==> config.mk <==
export PLATFORM = sky130hd
export DESIGN_NAME = mult_seq_ctrl
export DESIGN_NICKNAME = d
export VERILOG_FILES = /design/src/rtl/mult_seq_ctrl.sv
export SDC_FILE = /design/constraint.sdc
export NUM_CORES = 1
export LEC_CHECK = 0
export BUFFER_PORTS_ARGS = -buffer_cell sky130_fd_sc_hd__buf_4
export CAP_MARGIN = 10
export CORE_AREA = 10 10 109 111
export DETAILED_ROUTE_END_ITERATION = 6
export DIE_AREA = 0 0 119 121
export PLACE_DENSITY = 0.63
export SLEW_MARGIN = 20
export SYNTH_ARGS = -nofsm -noshare
export SYNTH_HDL_FRONTEND = slang
export SYNTH_SLANG_ARGS = --single-unit
==> constraint.sdc <==
create_clock -name clk -period 8.6 [get_ports clk]
set_input_delay 1.72 -clock clk [delete_from_list [all_inputs] [get_ports clk]]
set_output_delay 1.72 -clock clk [all_outputs]
set_load 0.005 [all_outputs]
==> src/rtl/mult_seq_ctrl.sv <==
`default_nettype none
// ============================================================================
// mult_seq_ctrl : 16x16 shift-add MUL/MULS sequencer sharing one 16-bit adder
// Revision: 1.0
// ============================================================================
module mult_seq_ctrl #(
   parameter int WIDTH = 16,
   parameter int CNT_W = 4
) (
   input  logic                 clk,
   input  logic                 reset,
   input  logic                 start,
   input  logic                 signed_mode,
   input  logic [WIDTH-1:0]     a,
   input  logic [WIDTH-1:0]     b,
   output logic                 ready,
   output logic [2*WIDTH-1:0]   result,
   output logic                 result_valid,
   input  logic                 result_ready
);

   typedef enum logic [2:0] {
      S_IDLE   = 3'd0,
      S_ABS_A  = 3'd1,
      S_ABS_B  = 3'd2,
      S_ITER   = 3'd3,
      S_NEG_LO = 3'd4,
      S_NEG_HI = 3'd5,
      S_DONE   = 3'd6
   } state_t;

   localparam logic [CNT_W-1:0] c_last = CNT_W'(WIDTH - 1);

   state_t             r_state, w_next;
   logic [WIDTH-1:0]   r_m, r_phi, r_q;
   logic [CNT_W-1:0]   r_cnt;
   logic               r_carry, r_sign, r_smode;
   logic [WIDTH-1:0]   w_add_a, w_add_b;
   logic               w_cin;
   logic [WIDTH:0]     w_sum;
   logic               w_accept;

   assign w_accept     = start && (r_state == S_IDLE);
   assign ready        = (r_state == S_IDLE);
   assign result_valid = (r_state == S_DONE);
   assign result       = (r_state == S_DONE) ? {r_phi, r_q} : '0;

   // The single shared adder; only its operands change with the state.
   assign w_sum = {1'b0, w_add_a} + {1'b0, w_add_b} + {{WIDTH{1'b0}}, w_cin};

   always_comb begin
      w_add_a = '0;
      w_add_b = '0;
      w_cin   = 1'b0;
      w_next  = r_state;
      case (r_state)
         S_IDLE: begin
            if (start) w_next = signed_mode ? S_ABS_A : S_ITER;
         end
         S_ABS_A: begin
            w_add_a = ~r_m;
            w_cin   = 1'b1;
            w_next  = S_ABS_B;
         end
         S_ABS_B: begin
            w_add_a = ~r_q;
            w_cin   = 1'b1;
            w_next  = S_ITER;
         end
         S_ITER: begin
            w_add_a = r_phi;
            w_add_b = r_q[0] ? r_m : '0;
            if (r_cnt == c_last) w_next = r_smode ? S_NEG_LO : S_DONE;
         end
         S_NEG_LO: begin
            w_add_a = ~r_q;
            w_cin   = 1'b1;
            w_next  = S_NEG_HI;
         end
         S_NEG_HI: begin
            w_add_a = ~r_phi;
            w_cin   = r_carry;
            w_next  = S_DONE;
         end
         S_DONE: begin
            if (result_ready) w_next = S_IDLE;
         end
         default: w_next = S_IDLE;
      endcase
   end

   always_ff @(posedge clk or negedge reset) begin
      if (!reset) begin
         r_state <= S_IDLE;
         r_m     <= '0;
         r_phi   <= '0;
         r_q     <= '0;
         r_cnt   <= '0;
         r_carry <= 1'b0;
         r_sign  <= 1'b0;
         r_smode <= 1'b0;
      end else begin
         r_state <= w_next;
         case (r_state)
            S_IDLE: begin
               if (w_accept) begin
                  r_m     <= a;
                  r_q     <= b;
                  r_phi   <= '0;
                  r_cnt   <= '0;
                  r_sign  <= signed_mode & (a[WIDTH-1] ^ b[WIDTH-1]);
                  r_smode <= signed_mode;
               end
            end
            S_ABS_A: if (r_m[WIDTH-1]) r_m <= w_sum[WIDTH-1:0];
            S_ABS_B: if (r_q[WIDTH-1]) r_q <= w_sum[WIDTH-1:0];
            S_ITER: begin
               // Adder carry becomes the new top bit as the pair shifts right.
               r_phi <= w_sum[WIDTH:1];
               r_q   <= {w_sum[0], r_q[WIDTH-1:1]};
               r_cnt <= r_cnt + 1'b1;
            end
            S_NEG_LO: begin
               r_carry <= w_sum[WIDTH];
               if (r_sign) r_q <= w_sum[WIDTH-1:0];
            end
            S_NEG_HI: if (r_sign) r_phi <= w_sum[WIDTH-1:0];
            default: ;
         endcase
      end
   end

endmodule
`default_nettype wire

# Word-level counts from Yosys, hierarchy flattened
# Index checks and enable logic that the tools add are counted.
[totals]
reg_bits = 58
wordCells = 71
out_inout_bits = 34
input_bits = 37
[classes]
addsub = 3
n_mux = 22
eq_ne = 15
reduce_logical = 16
bitwise_logic = 5
[ops]
columns = ["cell", "count"]
rows = [
  ["$mux 16", 8],
  ["$pmux 16 s4", 2],
  ["$not 16->16", 3],
  ["$pmux 16 s3", 1],
  ["$mux 32", 1],
  ["$pmux 16 s2", 1],
  ["$pmux 3 s7", 1],
  ["$add 16x16->17", 1],
  ["$add 17x1->17", 1],
  ["$ne 2x2->1 const B", 6],
  ["$reduce_and 3->1", 4],
  ["$eq 3x3->1 const B", 3],
  ["$mux 3", 3],
  ["$pmux 4 s2", 1],
  ["$eq 3x2->1 const B", 2],
  ["$reduce_and 2->1", 3],
  ["$add 4x1->4 const B", 1],
  ["$eq 4x4->1 const B", 1],
  ["$mux 2", 2],
  ["$mux 4", 1],
  ["$ne 2x1->1 const B", 2],
  ["$reduce_and 4->1", 1],
  ["$reduce_bool 2->1", 2],
  ["$reduce_bool 4->1", 1],
  ["9 further kinds", 9],
]

# Longest topological paths before layout
# Gate-level depths: netlist (run 1).
[depth]
ltp_word = 7
ltp_mapped = 15
mapped_depth_nobuf = 13

# Least setup slack after synthesis (run 1)
# Ideal clock, no wire load.
[synth_path]
path_type = "register -> register"
startpoint = "register r_state[0]"
endpoint = "register r_q[12]"
required_ns = 8.476
path_stages_with_launch = 15
setup_time_ns = 0.124
t_arrival_ns = 3.267
setup_slack_ns = 5.209
synth_period_minus_slack_ns = 3.391
n_path_buf = 3
cell_sequence = "dfrtp_1 > buf_2 > buf_1 > buf_1 > nor3_1 > a31oi_1 > fa_1 > inv_1 > fa_1 > a211oi_2 > o21bai_1 > o211a_1 > or3_1 > a31oi_1 > o21ai_1"
[synth_between]
elab_chain_len = 7
word_cells_on_any_way = 22
classes_between = "2 x add/sub; 8 x eq/ne; 6 x mux; 6 x reduce/logical"
[synth_rtl]
columns = ["element", "line", "text"]
rows = [
  ["start: declaration", "34", "state_t r_state, w_next;"],
  ["start signal: assignment", "103", "r_state <= w_next;"],
  ["$eq 3x3->1 / $eq 3x2->1 (equally long branches)", "56, 104", ""],
  ["$reduce_or 2->1 (no source line)", "--", ""],
  ["$pmux 16 s4", "56", "case (r_state)"],
  ["$add 16x16->17", "49", "assign w_sum = {1'b0, w_add_a} + {1'b0, w_add_b} + {{WIDTH{1'b0}}, w_cin};"],
  ["$add 17x1->17", "49", ""],
  ["$mux 16 (on tied branches)", "125, 116", ""],
  ["$pmux 16 s4", "104", "case (r_state)"],
  ["end signal: assignment", "116", "S_ABS_B: if (r_q[WIDTH-1]) r_q <= w_sum[WIDTH-1:0];"],
  ["end signal: assignment", "120", "r_q <= {w_sum[0], r_q[WIDTH-1:1]};"],
  ["end signal: assignment", "125", "if (r_sign) r_q <= w_sum[WIDTH-1:0];"],
  ["end: declaration", "35", "logic [WIDTH-1:0] r_m, r_phi, r_q;"],
]
# Parallel ways exist; a longest one is shown, timed or not. The select of a mux whose other input is x is not followed.
# A chain may end at the register's enable or synchronous reset.

# Worst setup path in the final report (run 1)
[layout_path]
startpoint = "register r_state[1]"
endpoint = "register r_q[10]"
# The elaborated chain is that of the path after synthesis.

==> results.json, run 1 <==
{
  "rsz0062_at_grt": "no",
  "drtIter0Drc": 401,
  "die-area_um2": 14400,
  "path_max_fanout": 25,
  "die_w_um": 119,
  "final_common_cell": "nand2_1",
  "grt_pass1_vias": 4607,
  "start_util_pct": 46.7,
  "combPwrFrac_pct": 66.1,
  "power_frac_seq_pct": 23.5,
  "syn-num-nets": 603,
  "setup_viol": 0,
  "critPathArrivalTime_ns": 4.66,
  "power.leakage_nw": 2.36,
  "yosysWarnings": 0,
  "ctsResizeCount": 0,
  "drive_above_1_share_pct": 19.5,
  "cts_tree": "done",
  "synth_top_area_share_pct": 32.2,
  "hold_viol_final": 0,
  "dp_hpwl_um": 11000,
  "synth_area_per_cell_um2": 8.22,
  "finClkSkew_ns": 0.0141,
  "powerDensity_nw_per_um2": 426,
  "ys_seq_elements": 58,
  "clockBufferDepth": 2,
  "outcome": "finished clean",
  "path_class": "reg2reg",
  "yosysUniqueCellTypes": 70,
  "synth_area_um2": 4510,
  "period_minus_slack_ns": 4.47,
  "hold_class": "reg2reg",
  "synth_top_area_cell": "dfrtp_1",
  "relSlewSlack_pct": 30.5,
  "critPathLaunchType": "flop",
  "syn_inst": 548,
  "ys.flop_type": "dfrtp_1",
  "worstPathRequired_ns": 8.79,
  "synth_edf_count": 0,
  "nFillCells": 940,
  "slew_violations": 0,
  "post-route-period-util_pct": 52.0,
  "nets": 655,
  "grtUsageTotal_pct": 22.3,
  "cts_num_sinks": 58,
  "internal_power_w": 0.00106,
  "grt_overflow_total": 0,
  "dr_total_vias": 4581,
  "routed_wl_um": 16100,
  "ctsHoldBuffers": 0,
  "row_count": 36,
  "fmax_mhz": 224,
  "routabilityCongestion": 0.933,
  "io_pins": 71,
  "grt_pass1_wl_um": 25700,
  "dr.pass1.iters": 6,
  "cts_inserted_buffers": 9,
  "placement.io_buffers": 70,
  "swShare_pct": 52.8,
  "synthArstFlopShare_pct": 100,
  "die_y_um": 121,
  "worstMarginPinSlew_ns": 1.04,
  "grt_max_degree": 60,
  "vdd_drop_max_uv": 134,
  "final_cell_mix": "86 x nand2_1, 78 x buf_4, 57 x dfrtp_1",
  "fin_util_pct": 54.9,
  "hp-start": "r_smode",
  "ant_nets": 0,
  "core_area_um2": 9640,
  "seq_area_frac_synth_pct": 32.2,
  "synth_area_leaders": "dfrtp_1 32%, nand2_1 7.2%, and2_1 4.6%",
  "fin_setup_tns_ns": 0,
  "wire_per_inst_um": 21.8,
  "cts_setup_buffers": 0,
  "root_buffer": "clkbuf_8",
  "worstSetupEndpointType": "flop",
  "h-tree-depth": 3,
  "p_sw_w": 0.00119,
  "clkTransAtPathRegs_ns": 0.08,
  "diodes": 0,
  "crit_start": "r_state[1]",
  "reg2reg_from": "r_state[1]",
  "area_growth_pct": 17.4,
  "cap_violations": 0,
  "drt-vias-per-instance": 6.21,
  "drc": 0,
  "antenna_found_initial": 0,
  "clkPwrFrac_pct": 10.4,
  "clock_latency_ns": 0.36
}
-- worst max-delay path: stages, from the launching register on --
cell and delay (ns):
dfrtp_1 0.62, nor2b_1 0.52, and2_1 0.73, buf_4 0.41, nand3_1 0.14, fa_1 0.45
inv_1 0.08, fa_1 0.24, a211oi_2 0.11, o211ai_1 0.23, a41oi_1 0.16, xor2_1 0.40
o21a_1 0.17, o31ai_1 0.06
-- registers in the layout, indices dropped and copies added (netlist names) --
signal,flops
r_carry,1
r_cnt,4
r_m,16
r_phi,16
r_q,16
r_sign,1
r_smode,1
r_state,3
-- per-layer routing --
metal / vias to the layer above / global-route usage [%] / share of wire [%]
met3: 32 / 4.23 / 7.5
met2: 193 / 35.6 / 46
li1: 2159 / - / -
met1: 2197 / 28.5 / 44
met4: 0 / 10.4 / 2.8
met5: - / 0 / 0
-- cells in the mapped netlist (all sizes together), types with 2 or more instances --
library cell   n
a211oi         3
a21boi         2
a21o           5
a21oi         31
a221oi         2
a222oi        10
a22o           3
a22oi         18
a2bb2oi        2
a31oi          3
and2          34
and3          16
buf           18
clkbuf        19
dfrtp         58
fa             2
ha            16
inv           10
mux2           3
mux2i          5
nand2         86
nand2b         7
nand3         12
nand3b         2
nand4          5
nand4b         2
nor2          23
nor2b          5
nor3           9
o2111ai       15
o211ai         9
o21a           5
o21ai         54
o221ai         2
o22a           3
o311ai         2
o31a           2
o31ai         19
or2            3
or3            3
xor2           8
-- through the flow --
stage	hold WS, ns	power [W]	setup slack (ns)	instance area, um^2	std cells
6_report	0.484	0.00225	4.13	5290	738
5_1_grt	0.506	0.00244	3.76	5290	738
4_1_cts	0.486	0.00224	4.18	5280	738
3_5_place_dp	0.470	0.00199	4.20	5110	722
3_3_place_gp	0.465	0.00197	4.29	5110	722
2_1_floorplan	0.439	0.00160	5.21	4510	548
-- final timing paths --
check	slack, ns	cells past startpoint	to
min in group asynchronous	1.45	1	r_m[12]
worst max register to register	4.13	13	r_q[10]
max in group asynchronous	6.60	1	r_state[0]
worst max-delay path	4.13	13	r_q[10]
worst min register to register	0.48	2	r_smode
worst min-delay path	0.48	2	r_smode
-- cell type report --
type	instances	area (um^2)	area share (%)
Clock buffer	13	159	3.00
Clock inverter	3	15.0	0.284
Inverter	10	37.5	0.709
Multi-Input combinational cell	443	2880	54.3
Sequential cell	58	1450	27.5
Tap cell	133	166	3.14
Timing Repair Buffer	78	586	11.1
-- power by group through the flow --
stage	Combinational [W]	Clock, W	Sequential [W]
finish	0.00149	0.000235	0.000529
floorplan	0.00113	0	0.000477
global placement	0.00144	0	0.000529
CTS	0.00147	0.000241	0.000524
detailed placement	0.00146	0	0.000529
global route	0.00165	0.000250	0.000543
-- cell families after synthesis --
kind of cell,after synthesis,share of synthesized area (%)
simple gates,210,23.2
mux,8,1.86
flops,58,32.2
buf+inv,47,4.42
compound gates,198,31.1
fa+ha+maj,18,5.33
xor+xnor,9,1.92
(Power assumes the default switching activity.)
==> run 2, diff against run 1 <==
==> constraint.sdc (replaced) <==
create_clock -name clk -period 4.27 [get_ports clk]
set_input_delay 0.854 -clock clk [delete_from_list [all_inputs] [get_ports clk]]
set_output_delay 0.854 -clock clk [all_outputs]
set_load 0.005 [all_outputs]
==> results.json, run 2 (same netlist as run 1, synthesis figures left out) <==
{
  "worst_path_max_delay_cell": "dfrtp_1",
  "hp-start": "r_smode",
  "clkTransAtPathRegs_ns": 0.07,
  "cts_num_sinks": 58,
  "powerDensity_nw_per_um2": 866,
  "cp_cell_sequence": "nor2b_1 > buf_4 > and2_1 > buf_4 > and3_1 > ha_1 > a211oi_2 > o21bai_1 > a21oi_1 > xor2_1 > o21ai_1 > mux2_1",
  "routed_wl_um": 15600,
  "die-area_um2": 14400,
  "hold_viol_final": 0,
  "cts_tree": "done",
  "reg_top3": "r_m (16), r_phi (16), r_q (16)",
  "period_minus_slack_ns": 3.75,
  "worstPathRequired_ns": 4.49,
  "finClkSkew_ns": 0.0106,
  "post-route-period-util_pct": 87.8,
  "rr_endpoint": "r_q[6]",
  "clockBufferDepth": 2,
  "power.leakage_nw": 2.42,
  "rsz0062_at_grt": "no",
  "worstMarginPinSlew_ns": 1.03,
  "routabilityCongestion": 0.936,
  "path_max_fanout": 19,
  "critPathArrivalTime_ns": 3.97,
  "place_ws_ns": 0.621,
  "outcome": "finished clean",
  "reg2reg_from": "r_state[1]",
  "placement.io_buffers": 70,
  "critPathMaxStageDelay_ns": 0.59,
  "holdPathEnd": "r_smode",
  "drc": 0,
  "root_buffer": "clkbuf_8",
  "slew_violations": 0,
  "die_w_um": 119,
  "regToRegSetupSlack_ns": 0.52,
  "dr_total_vias": 4632,
  "die_y_um": 121,
  "dp_hpwl_um": 11300,
  "setup_slack_ns": 0.522,
  "crit_start": "r_state[1]",
  "path_class": "reg2reg",
  "grtUsageTotal_pct": 21.5,
  "grt_pass1_wl_um": 25100,
  "drtIter0Drc": 347,
  "final_cell_mix": "86 x nand2_1, 86 x buf_4, 57 x dfrtp_1",
  "cp_common_cell": "buf_4",
  "setup_viol": 0,
  "nets": 663,
  "antenna_found_initial": 0,
  "cap_violations": 0,
  "grt_max_degree": 59,
  "hold_class": "reg2reg",
  "fin_setup_tns_ns": 0,
  "ctsHoldBuffers": 0,
  "clock_latency_ns": 0.34,
  "drive_above_1_share_pct": 20.7,
  "grt_overflow_total": 0,
  "fmax_mhz": 267,
  "wire_per_inst_um": 21.0,
  "cts_setup_buffers": 0,
  "r2r_cells": 12,
  "relSlewSlack_pct": 31.3,
  "dr.pass1.iters": 5,
  "core_area_um2": 9640,
  "start_util_pct": 46.7,
  "h-tree-depth": 3,
  "io_pins": 71,
  "grt_pass1_vias": 4642,
  "diodes": 0,
  "holdPathStages": 2,
  "area_growth_pct": 19.7,
  "cts_inserted_buffers": 9,
  "critPathLaunchType": "flop",
  "drt-vias-per-instance": 6.21,
  "ctsResizeCount": 0,
  "vdd_drop_max_uv": 335,
  "row_count": 36,
  "ant_nets": 0,
  "worstSetupEndpointType": "flop"
}
[run 2: changes by cell type in the layout (fill, tap and decap cells not counted), sizes merged]
cell and delta:
bufinv +2, clkbuf -2, buf +8, clkinvlp +1, clkinv -1
[run 2: worst max path at each step]
stage / endpoint / slack, ns / cells after the start
3_5_place_dp: r_q[13] / 0.62 / 12
2_1_floorplan: r_q[12] / 0.88 / 14
4_1_cts: r_q[6] / 0.58 / 12
6_report: r_q[6] / 0.52 / 12
3_3_place_gp: r_phi[11] / 0.63 / 12
5_1_grt: r_q[13] / 0.21 / 12
[run 2: cell type report]
| type | instances | area (um^2) |
|---|---|---|
| Fill cell | 965 | 4250 |
| Multi-Input combinational cell | 443 | 2870 |
| Sequential cell | 58 | 1450 |
| Timing Repair Buffer | 86 | 646 |
| Tap cell | 133 | 166 |
| Clock buffer | 11 | 141 |
| Clock inverter | 5 | 77.6 |
| Inverter | 10 | 37.5 |
[run 2: power breakdown]
part | internal [W] | total (W) | switching (W) | leakage, nW
Sequential | 0.000805 | 0.00105 | 0.000247 | 0.732
Clock | 0.000343 | 0.000581 | 0.000238 | 0.109
Combinational | 0.00114 | 0.00304 | 0.00190 | 1.58
Total | 0.00229 | 0.00467 | 0.00238 | 2.42
[run 2: per-layer routing]
| layer | GRT usage [%] | vias up | part of all wire [%] |
|---|---|---|---|
| met5 | 0 | - | 0 |
| met4 | 8.47 | 0 | 2.8 |
| met3 | 5.86 | 33 | 8.6 |
| met2 | 32.8 | 219 | 45 |
| met1 | 28.2 | 2217 | 44 |
| li1 | - | 2163 | - |
[run 2: through the flow]
| stage | hold WS (ns) | std cells | utilization (%) | instance area [um^2] | power [W] |
|---|---|---|---|---|---|
| floorplan | 0.439 | 548 | - | 4510 | 0.00323 |
| global placement | 0.469 | 730 | 53.6 | 5170 | 0.00398 |
| detailed placement | 0.479 | 730 | 53.6 | 5170 | 0.00402 |
| CTS | 0.496 | 746 | 55.9 | 5390 | 0.00462 |
| global route | 0.543 | 746 | 55.9 | 5390 | 0.00503 |
| finish | 0.488 | 746 | 55.9 | 5390 | 0.00467 |
[run 2: critical path: cells and delay by family, from the launching register on]
kind                       cells  cell delay [ns]
DFF                            1             0.59
buffers and inverters          2             0.50
and+or+nand+nor                3             0.83
AOI/OAI and AO/OA              4             0.74
adders and majority gates      1             0.29
muxes                          1             0.28
xor gates and xnor gates       1             0.39
==> run 3, diff against run 2 <==
--- a/config.mk
+++ b/config.mk
@@ -7,9 +7,9 @@
 export LEC_CHECK = 0
 export BUFFER_PORTS_ARGS = -buffer_cell sky130_fd_sc_hd__buf_4
 export CAP_MARGIN = 10
-export CORE_AREA = 10 10 109 111
+export CORE_AREA = 10 10 115 106
 export DETAILED_ROUTE_END_ITERATION = 6
-export DIE_AREA = 0 0 119 121
+export DIE_AREA = 0 0 125 116
 export PLACE_DENSITY = 0.63
 export SLEW_MARGIN = 20
 export SYNTH_ARGS = -nofsm -noshare
==> results.json, run 3 (same netlist as run 1, synthesis figures left out) <==
{
  "setup_viol": 0,
  "placement.io_buffers": 70,
  "drc": 0,
  "cts_inserted_buffers": 9,
  "area_growth_pct": 18.8,
  "die_w_um": 125,
  "dp_hpwl_um": 11700,
  "fin_setup_tns_ns": 0,
  "worstMarginPinSlew_ns": 1.13,
  "clockBufferDepth": 2,
  "relSlewSlack_pct": 24.5,
  "die-area_um2": 14500,
  "place_ws_ns": 0.637,
  "vdd_drop_max_uv": 326,
  "drive_above_1_share_pct": 20.4,
  "fmax_mhz": 271,
  "io_pins": 71,
  "nets": 663,
  "grt_pass1_vias": 4536,
  "worstSetupEndpointType": "flop",
  "row_count": 34,
  "grt_overflow_total": 0,
  "root_buffer": "clkbuf_8",
  "core_area_um2": 9700,
  "period_minus_slack_ns": 3.68,
  "critPathArrivalTime_ns": 3.89,
  "hold_viol_final": 0,
  "cts_num_sinks": 58,
  "worstPathRequired_ns": 4.48,
  "regToRegSetupSlack_ns": 0.59,
  "cts_tree": "done",
  "start_util_pct": 46.5,
  "diodes": 0,
  "cts_setup_buffers": 0,
  "wire_per_inst_um": 22.2,
  "holdPathStages": 2,
  "hold_class": "reg2reg",
  "grt_pass1_wl_um": 25600,
  "antenna_found_initial": 0,
  "path_class": "reg2reg",
  "fin_hold_ws_ns": 0.485,
  "critPathLaunchType": "flop",
  "reg_top3": "r_m (16), r_phi (16), r_q (16)",
  "outcome": "finished clean",
  "fin_util_pct": 55.2,
  "cap_violations": 0,
  "ctsHoldBuffers": 0,
  "final_cell_mix": "86 x nand2_1, 86 x buf_4, 57 x dfrtp_1",
  "rsz0062_at_grt": "no",
  "fin_area_um2": 5350,
  "ant_nets": 0,
  "drtIter0Drc": 547,
  "die_y_um": 116,
  "h-tree-depth": 3,
  "setup_slack_ns": 0.587,
  "power.leakage_nw": 2.40,
  "powerDensity_nw_per_um2": 870,
  "ctsResizeCount": 0,
  "post-route-period-util_pct": 86.3,
  "clkTransAtPathRegs_ns": 0.07,
  "r2r_cells": 12,
  "nFillCells": 965,
  "routed_wl_um": 16400,
  "clock_latency_ns": 0.35,
  "grt_max_degree": 59,
  "slew_violations": 0,
  "path_max_fanout": 19,
  "routabilityCongestion": 0.969,
  "finClkSkew_ns": 0.00954,
  "grtUsageTotal_pct": 22.1,
  "place_area_um2": 5160,
  "drt-vias-per-instance": 6.29,
  "dr.pass1.iters": 5,
  "dr_total_vias": 4645
}
==> run 3: worst max-delay path, cell delays in order, from the launching register on <==
cell and delay (ns):
dfrtp_1 0.60, nor2b_1 0.19, buf_4 0.17, and2_1 0.31, buf_4 0.32, and3_1 0.20
ha_1 0.33, o21ai_0 0.32, nor2_1 0.15, a221oi_2 0.30, o211ai_2 0.20, a222oi_1 0.33
mux2i_1 0.11
==> run 3: report_power, final <==
part	leakage (nW)	internal [W]	switching (W)
sequential	0.732	0.000804	0.000290
clock	0.0893	0.000268	0.000246
combinational	1.58	0.00114	0.00191
total	2.40	0.00221	0.00245
==> run 3: cell type report <==
cell class | count | area [um^2] | share of cell area, %
multi-input cells | 443 | 2870 | 53.7
clock buffers | 11 | 131 | 2.45
inverters | 10 | 37.5 | 0.701
well taps | 126 | 158 | 2.95
flip-flops and latches | 58 | 1450 | 27.1
clock inverters | 5 | 55.1 | 1.03
repair buffers | 86 | 646 | 12.1
==> run 3: routing by layer <==
metal / share of wire, % / up-vias / GRT usage [%]
met4: 1.4 / 0 / 6.75
met5: 0 / - / 0
met2: 45 / 212 / 34.2
met1: 44 / 2242 / 29.6
li1: - / 2173 / -
met3: 9.1 / 18 / 5.75
==> run 3: final timing paths <==
check,start,to
setup / recovery,r_state[1],r_q[13]
hold / removal,r_smode,r_smode
setup reg to reg,r_state[1],r_q[13]
hold reg to reg,r_smode,r_smode
max in group asynchronous,reset,r_state[0]
min in group asynchronous,reset,r_m[12]
==> run 3: metrics by stage <==
step | cells | total power [W]
floorplan | 548 | 0.00323
global route | 739 | 0.00500
CTS | 739 | 0.00460
detailed placement | 723 | 0.00407
finish | 739 | 0.00466
global placement | 723 | 0.00405
